<file path="src/rtl/phase_error_quantizer_if.sv">
// Edge-timing bus between the clock inputs and the quantized phase-error result.
// The master side drives the asynchronous clocks; the slave side returns magnitude, lead and strobe.
interface phase_error_quantizer_if #(
  parameter int inout_width = 8
);
  logic                   ref_in;
  logic                   fb_in;
  logic [inout_width-1:0] master_out;
  logic                   lead;
  logic                   valid;

  modport master (output ref_in, fb_in, input master_out, lead, valid);
  modport slave  (input ref_in, fb_in, output master_out, lead, valid);
endinterface

</file>
<file path="src/rtl/phase_error_quantizer.sv">
// Measures the clk-cycle separation between reference and feedback rising edges.
// Outputs a saturating unsigned magnitude plus a lead flag and a one-cycle valid strobe.
module phase_error_quantizer #(
  parameter int inout_width = 8,
  parameter int sync_stages = 2
) (
  input  logic                    clk,
  input  logic                    rstn,
  phase_error_quantizer_if.slave  bus
);
  localparam logic [inout_width-1:0] SAT = '1;
  localparam logic [inout_width-1:0] ONE = inout_width'(1);

  typedef enum logic [1:0] {IDLE, REF_FIRST, FB_FIRST} state_t;

  // Channel 0 is the reference, channel 1 the feedback; both share one latency.
  logic [1:0]                  async_in;
  logic [1:0][sync_stages-1:0] sync_q, sync_d;
  logic [1:0]                  prev_q, prev_d;
  logic [1:0]                  rise;
  logic                        ref_rise, fb_rise;

  state_t                 state_q, state_d;
  logic [inout_width-1:0] cnt_q, cnt_d, cnt_inc;
  logic [inout_width-1:0] master_out_q, master_out_d;
  logic                   lead_q, lead_d;
  logic                   valid_q, valid_d;

  assign async_in = {bus.fb_in, bus.ref_in};
  assign ref_rise = rise[0];
  assign fb_rise  = rise[1];

  always_comb begin
    sync_d = sync_q;
    prev_d = prev_q;
    rise   = '0;
    for (int i = 0; i < 2; i++) begin
      sync_d[i] = {sync_q[i][sync_stages-2:0], async_in[i]};
      prev_d[i] = sync_q[i][sync_stages-1];
      rise[i]   = sync_q[i][sync_stages-1] & ~prev_q[i];
    end
  end

  assign cnt_inc = (cnt_q == SAT) ? SAT : cnt_q + ONE;

  always_comb begin
    state_d      = state_q;
    cnt_d        = cnt_q;
    master_out_d = master_out_q;
    lead_d       = lead_q;
    valid_d      = 1'b0;
    case (state_q)
      IDLE: begin
        if (ref_rise && fb_rise) begin
          master_out_d = '0;
          valid_d      = 1'b1;
        end else if (ref_rise) begin
          cnt_d   = ONE;
          state_d = REF_FIRST;
        end else if (fb_rise) begin
          cnt_d   = ONE;
          state_d = FB_FIRST;
        end
      end
      REF_FIRST: begin
        if (fb_rise) begin
          master_out_d = cnt_q;
          lead_d       = 1'b0;
          valid_d      = 1'b1;
          cnt_d        = ONE;
          state_d      = ref_rise ? REF_FIRST : IDLE;
        end else if (ref_rise) begin
          // Feedback edge went missing: report full scale and restart from this edge.
          master_out_d = SAT;
          lead_d       = 1'b0;
          valid_d      = 1'b1;
          cnt_d        = ONE;
        end else begin
          cnt_d = cnt_inc;
        end
      end
      FB_FIRST: begin
        if (ref_rise) begin
          master_out_d = cnt_q;
          lead_d       = 1'b1;
          valid_d      = 1'b1;
          cnt_d        = ONE;
          state_d      = fb_rise ? FB_FIRST : IDLE;
        end else if (fb_rise) begin
          master_out_d = SAT;
          lead_d       = 1'b1;
          valid_d      = 1'b1;
          cnt_d        = ONE;
        end else begin
          cnt_d = cnt_inc;
        end
      end
      default: state_d = IDLE;
    endcase
  end

  always_ff @(posedge clk or negedge rstn) begin
    if (!rstn) begin
      sync_q       <= '0;
      prev_q       <= '0;
      state_q      <= IDLE;
      cnt_q        <= '0;
      master_out_q <= '0;
      lead_q       <= 1'b0;
      valid_q      <= 1'b0;
    end else begin
      sync_q       <= sync_d;
      prev_q       <= prev_d;
      state_q      <= state_d;
      cnt_q        <= cnt_d;
      master_out_q <= master_out_d;
      lead_q       <= lead_d;
      valid_q      <= valid_d;
    end
  end

  assign bus.master_out = master_out_q;
  assign bus.lead       = lead_q;
  assign bus.valid      = valid_q;
endmodule

</file>
<file path="src/flat_wrapper.sv">
// flat-port wrapper written by rule: the top's interface ports become plain ports
module phase_error_quantizer_flat 
#(
  parameter int inout_width = 8,
  parameter int sync_stages = 2
)
  (clk, rstn, bus_ref_in, bus_fb_in, bus_master_out, bus_lead, bus_valid);
  phase_error_quantizer_if #(.inout_width(inout_width)) bus_i ();
  input  logic clk;
  input  logic rstn;
  input wire logic [$bits(bus_i.ref_in)-1:0] bus_ref_in;
  input wire logic [$bits(bus_i.fb_in)-1:0] bus_fb_in;
  output wire logic [$bits(bus_i.master_out)-1:0] bus_master_out;
  output wire logic [$bits(bus_i.lead)-1:0] bus_lead;
  output wire logic [$bits(bus_i.valid)-1:0] bus_valid;
  assign bus_i.ref_in = bus_ref_in;
  assign bus_i.fb_in = bus_fb_in;
  assign bus_master_out = bus_i.master_out;
  assign bus_lead = bus_i.lead;
  assign bus_valid = bus_i.valid;
  phase_error_quantizer #(.inout_width(inout_width), .sync_stages(sync_stages)) u_core (.clk(clk), .rstn(rstn), .bus(bus_i));
endmodule
</file>
<file path="config.mk">
export PLATFORM = sky130hd
export DESIGN_NAME = phase_error_quantizer_flat
export DESIGN_NICKNAME = d
export VERILOG_FILES = /design/src/rtl/phase_error_quantizer_if.sv /design/src/rtl/phase_error_quantizer.sv /design/src/flat_wrapper.sv
export SDC_FILE = /design/constraint.sdc
export NUM_CORES = 1
export LEC_CHECK = 0
export CAP_MARGIN = 10
export CORE_MARGIN = 3
export CORE_UTILIZATION = 30
export CTS_CLUSTER_SIZE = 20
export DETAILED_ROUTE_END_ITERATION = 10
export SETUP_SLACK_MARGIN = 0.2
export SLEW_MARGIN = 20
export SYNTH_ARGS = -nofsm -noshare
export SYNTH_HDL_FRONTEND = slang
export SYNTH_SLANG_ARGS = --single-unit
</file>
<file path="constraint.sdc">
create_clock -name clk -period 3.9 [get_ports clk]
set_input_delay 0.78 -clock clk [delete_from_list [all_inputs] [get_ports clk]]
set_output_delay 0.78 -clock clk [all_outputs]
set_load 0.005 [all_outputs]
</file>
; After elaboration in Yosys (flattened, before gate mapping)
; Cells that the tools add are included.
[word_totals]
reg_bits = 26
latchBits = 0
ramBits = 0
romBits = 0
inputBits = 4
out_inout_bits = 10
word_cells = 65
mem_count = 0
[op_classes]
n_addsub = 1
n_mul = 0
n_div = 0
magnitude_cmp = 0
eq_ne = 10
shift = 0
n_mux = 34
bitwise = 4
n_reduce_logical = 8
[op_table]
columns = cell, n
row1 = 8-bit 2-to-1 mux, 13
row2 = 8-bit case mux with 3 select lines, 2
row3 = 2-bit 2-to-1 mux, 6
row4 = 1-bit 2-to-1 mux, 10
row5 = "3-bit by 1-bit inequality test with 1-bit output, second input constant", 3
row6 = "8-bit by 1-bit adder with 8-bit output, second input constant", 1
row7 = "8-bit == test, second input constant", 1
row8 = 4-bit AND reduction, 2
row9 = "2-bit by 1-bit inequality test with 1-bit output, second input constant", 3
row10 = 2-bit case mux with 3 select lines, 1
row11 = 3-bit AND reduction, 2
row12 = 1-bit case mux with 3 select lines, 1
row13 = 3-bit nonzero test, 1
row14 = 1-bit bitwise AND, 2
row15 = "2-bit by 1-bit == test with 1-bit output, second input constant", 1
row16 = "2-bit == test, second input constant", 1
row17 = 2-bit zero test, 1
row18 = "2-bit inequality test, second input constant", 1
row19 = 1-bit inverter, 2
row20 = 1-bit case mux with 2 select lines, 1
row21 = 2-bit nonzero test, 1
row22 = 1-bit logical AND, 1

; Longest topological paths before layout
[logic_depth]
depth_word = 6
ltp_mapped = 8
ltp_nobuf = 6

; Least setup slack after synthesis
; Ideal clock, no wire load.
[synth_path]
path_kind = reg2reg
from = register u_core.state_q[0]
to = register u_core.cnt_q[5]
setup_time_ps = 134
arrival_ps = 1542
required_ps = 3766
slack_ps = 2224
path_stages_with_launch = 9
path_buffers = 2
synth_period_minus_slack_ps = 1676
cell_sequence = dfrtp_1 > inv_1 > ha_1 > or2_4 > buf_6 > and4_4 > buf_6 > o211ai_1 > o211ai_1
[synth_between]
elab_chain_cells = 3
elab_cells_between_ends = 8
classes_between = eq/ne: 4 / mux: 1 / reduce/logical: 3
[synth_rtl]
columns = item, line_no
row1 = start: declaration, phase_error_quantizer.sv:23  ; state_t state_q, state_d;
row2 = start signal: assignment, phase_error_quantizer.sv:114  ; state_q <= state_d;
row3 = "2-bit by 1-bit == test with 1-bit output, or another cell as far along", phase_error_quantizer.sv:52  ; case (state_q)
row4 = "3-bit nonzero test (no line), or another cell as far along", -
row5 = 3-bit AND reduction (no line), -
row6 = end signal: assignment, phase_error_quantizer.sv:115  ; cnt_q <= cnt_d;
row7 = end: declaration, phase_error_quantizer.sv:24  ; logic [inout_width-1:0] cnt_q, cnt_d, cnt_inc;
; Parallel ways exist; a longest one is shown, timed or not.
; A chain may end at the register's enable or synchronous reset.

; Final worst setup path
[layout_path]
from = register u_core.master_out_q[1] (netlist: u_core.bus.master_out[1])
to = output port bus_master_out[1]
[layout_rtl]
columns = item, line_no
row1 = start: declaration, phase_error_quantizer.sv:25  ; logic [inout_width-1:0] master_out_q, master_out_d;
row2 = start signal: assignment, phase_error_quantizer.sv:116  ; master_out_q <= master_out_d;
row3 = end: declaration, flat_wrapper.sv:13  ; output wire logic [$bits(bus_i.master_out)-1:0] bus_master_out;
; No word-level cell between the ends.

==> results by group <==
Global routing
  • GR Overflow Total: 0
  • Total global-route track usage: 11.6%
  • Number of global-route vias before repair: 1021
  • Global-route wire length before repair: 4890 um
  • Initial antenna violation count: 0
  • Largest net degree at the start of global routing: 27

Finish
  • ANT cells: 0
  • Fin nets: 158
  • Layout cells sized above 1: 14.2%
  • Post-Layout Inst Area: 1600 sq um
  • Most frequent cells in the layout: dfrtp_1, nand2_1, a21oi_1, clkdlybuf4s50_1
  • Post-Layout Cell Count: 198
  • Layout area overhead: 16.5%
  • Commonest non-fill, non-tap cell in the layout: dfrtp_1

Floorplanning
  • CORE AREA: 4200 sq um
  • Die Ht: 73.6 um
  • Die area: 5410 sq um
  • Starting Density: 32.6%
  • Die Wd: 73.6 um
  • Number of cell rows: 23
  • Top-Level Pins: 14

Clock tree
  • Setup bufs post-CTS: 0
  • CTS tree: built
  • Worst-path clk slew: 100 ps
  • Resize count post-CTS: 0
  • H-tree depth: 1
  • Hold buffer count at CTS: 0
  • CTS Root Cell: clkbuf_8
  • Clock Latency Late Sink: 280 ps
  • Clk buf depth: 2
  • Clock sinks: 26
  • Num CTS Buffers: 3

Synth
  • FF+latch count, synth: 26
  • Register area share after synthesis: 47.5%
  • Synth Area per Inst: 10.1 sq um
  • Post-synth net total: 144
  • Yosys synthesis warning count: 0
  • Post-synth top area share: 47.5%
  • Distinct cells, synth: 33
  • Synth top area cells: dfrtp_1, mux2_2, a21oi_1, ha_1, nand2_1
  • Syn Inst Count: 135
  • Netlist Area Pre-Place: 1370 sq um
  • Synth area leader: dfrtp_1

Flow run
  • Max-cap violations: 0

Setup path
  • Element type at the critical path end: primary output
  • Crit-path slowest cell: clkdlybuf4s50_1
  • WP buf/inv: 1
  • CP Max Fanout: 2
  • CP cell instances: clkdlybuf4s50_1
  • Max incr delay on CP: 510 ps
  • Required time of the critical path: 3120 ps
  • Crit path DAT: 1170 ps
  • Startpoint types: register
  • CP Class: reg2out
  • Worst path top cell family by delay: buffers and inverters

Placement
  • Dpl cells: 194
  • Post-DP HPWL: 1900 um
  • DP Area: 1530 sq um
  • Global placer's final weighted congestion: 0.785
  • I/O Buffers: 13
  • Pre-CTS WS: 1680 ps

Power
  • PD cells: 611 nW/um^2
  • Leakage Power: 0.646 nW
  • Worst vdd ir: 0.302 mV

STA
  • Period utilization: 50.1%
  • Tmin final: 1950 ps
  • RSZ-0062 raised after global routing: false
  • Fin worst setup slack: 1950 ps
  • Relative slew slack: 61.0%
  • Max Freq: 512 MHz
  • Fin Setup TNS: 0 ps
  • # setup viols final: 0
  • Final Hold Fails: 0
  • Fin Clk Skew: 15.0 ps
  • Worst-Margin Slew: 585 ps
  • Max-slew violation count: 0

Route
  • Post-DRT Antenna Nets: 0
  • Wire per inst: 13.5 um
  • Vias per cell: 5.25
  • Iteration-0 DRC count of the detailed router: 43
  • Post-Route WL: 2670 um
  • Routed via count: 1039
  • DR pass1 iterations: 4
  • DR DRC count: 0

Outcome
  • Status: complete, no violations

Min path
  • Min-delay worst type: reg2reg
-- power breakdown --
group / internal (mW) / switching (mW) / leakage, nW
Clock: 0.138 / 0.0889 / 0.0357
Sequential: 0.321 / 0.0368 / 0.339
Combinational: 0.189 / 0.202 / 0.271
-- flip-flops by register name, summed over array words and instances, names as in the netlist --
signal / count
u_core.bus.master_out: 8
u_core.cnt_q: 8
u_core.prev_d: 2
u_core.prev_q: 2
u_core.state_q: 2
u_core.sync_d: 2
u_core.bus.lead: 1
u_core.bus.valid: 1
-- stage by stage --
step / power [mW] / util [%] / hold slack (ps)
4_1_cts: 0.989 / 38.1 / 362
6_report: 0.975 / 38.0 / 354
5_1_grt: 1.05 / 38.0 / 376
2_1_floorplan: 0.636 / - / 331
3_3_place_gp: 0.747 / 36.4 / 335
3_5_place_dp: 0.755 / 36.4 / 341
-- kinds of logic (layout without fill, tap and decap cells) --
group,after synthesis,count (layout),share of synthesized area (%)
AO/OA/AOI/OAI,41,41,20.9
XOR/XNOR,1,1,0.639
adder cells (fa/ha/maj),5,5,4.57
buffers and inverters,12,25,4.57
flip-flops,26,26,47.5
multiplexers,8,8,6.58
AND/OR/NAND/NOR,42,42,15.3
-- cell type report --
| class | count | area [sq um] |
|---|---|---|
| fill | 408 | 2610 |
| multi-input combinational | 97 | 657 |
| sequential | 26 | 651 |
| timing repair buffer | 13 | 125 |
| tap | 50 | 62.6 |
| clock buffer | 3 | 41.3 |
| clock inverter | 1 | 30.0 |
| inverter | 8 | 30.0 |
-- Yosys cell counts --
master,instances
a211oi_1,1
a21boi_0,1
a21oi_1,14
a21oi_2,3
a22oi_1,1
a22oi_4,1
a2bb2oi_1,1
a311oi_1,1
and2b_1,1
and2b_2,1
and4_4,1
buf_2,2
buf_6,2
clkinv_1,1
dfrtp_1,26
ha_1,5
inv_1,7
mux2_2,8
nand2_1,14
nand2b_1,2
nand3_1,8
nand4_1,2
nor2_1,8
nor2b_1,2
nor3_1,1
nor3b_1,1
o211ai_1,5
o21ai_0,7
o21ai_4,1
o31ai_1,3
o32ai_1,2
or2_4,1
xnor2_1,1
-- routing by layer --
metal / vias to the layer above / share of wire (%) / global-route usage [%]
met2: 25 / 45 / 17.0
met3: 5 / 4.9 / 2.33
met1: 501 / 48 / 16.1
met4: 0 / 1.9 / 5.63
met5: - / 0 / 0
li1: 508 / - / -
-- worst register-to-register path, delay by kind of cell, from the launching register on --
family                   cells  cell delay, ps
buffers and inverters        1             110
AND/OR/NAND/NOR              1             240
flip-flops                   1             410
adder cells (fa/ha/maj)      1             300
multiplexers                 1             370
AO/OA/AOI/OAI                2             360
-- path summary, 6_finish.rpt --
kind / depth (start not counted) / slack [ps] / startpoint / endpoint
setup / recovery: 1 / 1950 / u_core.bus.master_out[1]$_DFFE_PN0P_ / bus_master_out[1]
hold / removal: 0 / 350 / u_core.sync_d[1]$_DFF_PN0_ / u_core.prev_d[0]$_DFF_PN0_
setup reg to reg: 6 / 2020 / u_core.state_q[0]$_DFFE_PN0P_ / u_core.bus.master_out[5]$_DFFE_PN0P_
hold reg to reg: 0 / 350 / u_core.sync_d[1]$_DFF_PN0_ / u_core.prev_d[0]$_DFF_PN0_
max in group asynchronous: 1 / 3020 / rstn / u_core.bus.valid$_DFF_PN0_
min in group asynchronous: 1 / 480 / rstn / u_core.bus.master_out[2]$_DFFE_PN0P_
No activity file was read; power rests on OpenSTA's default activity.
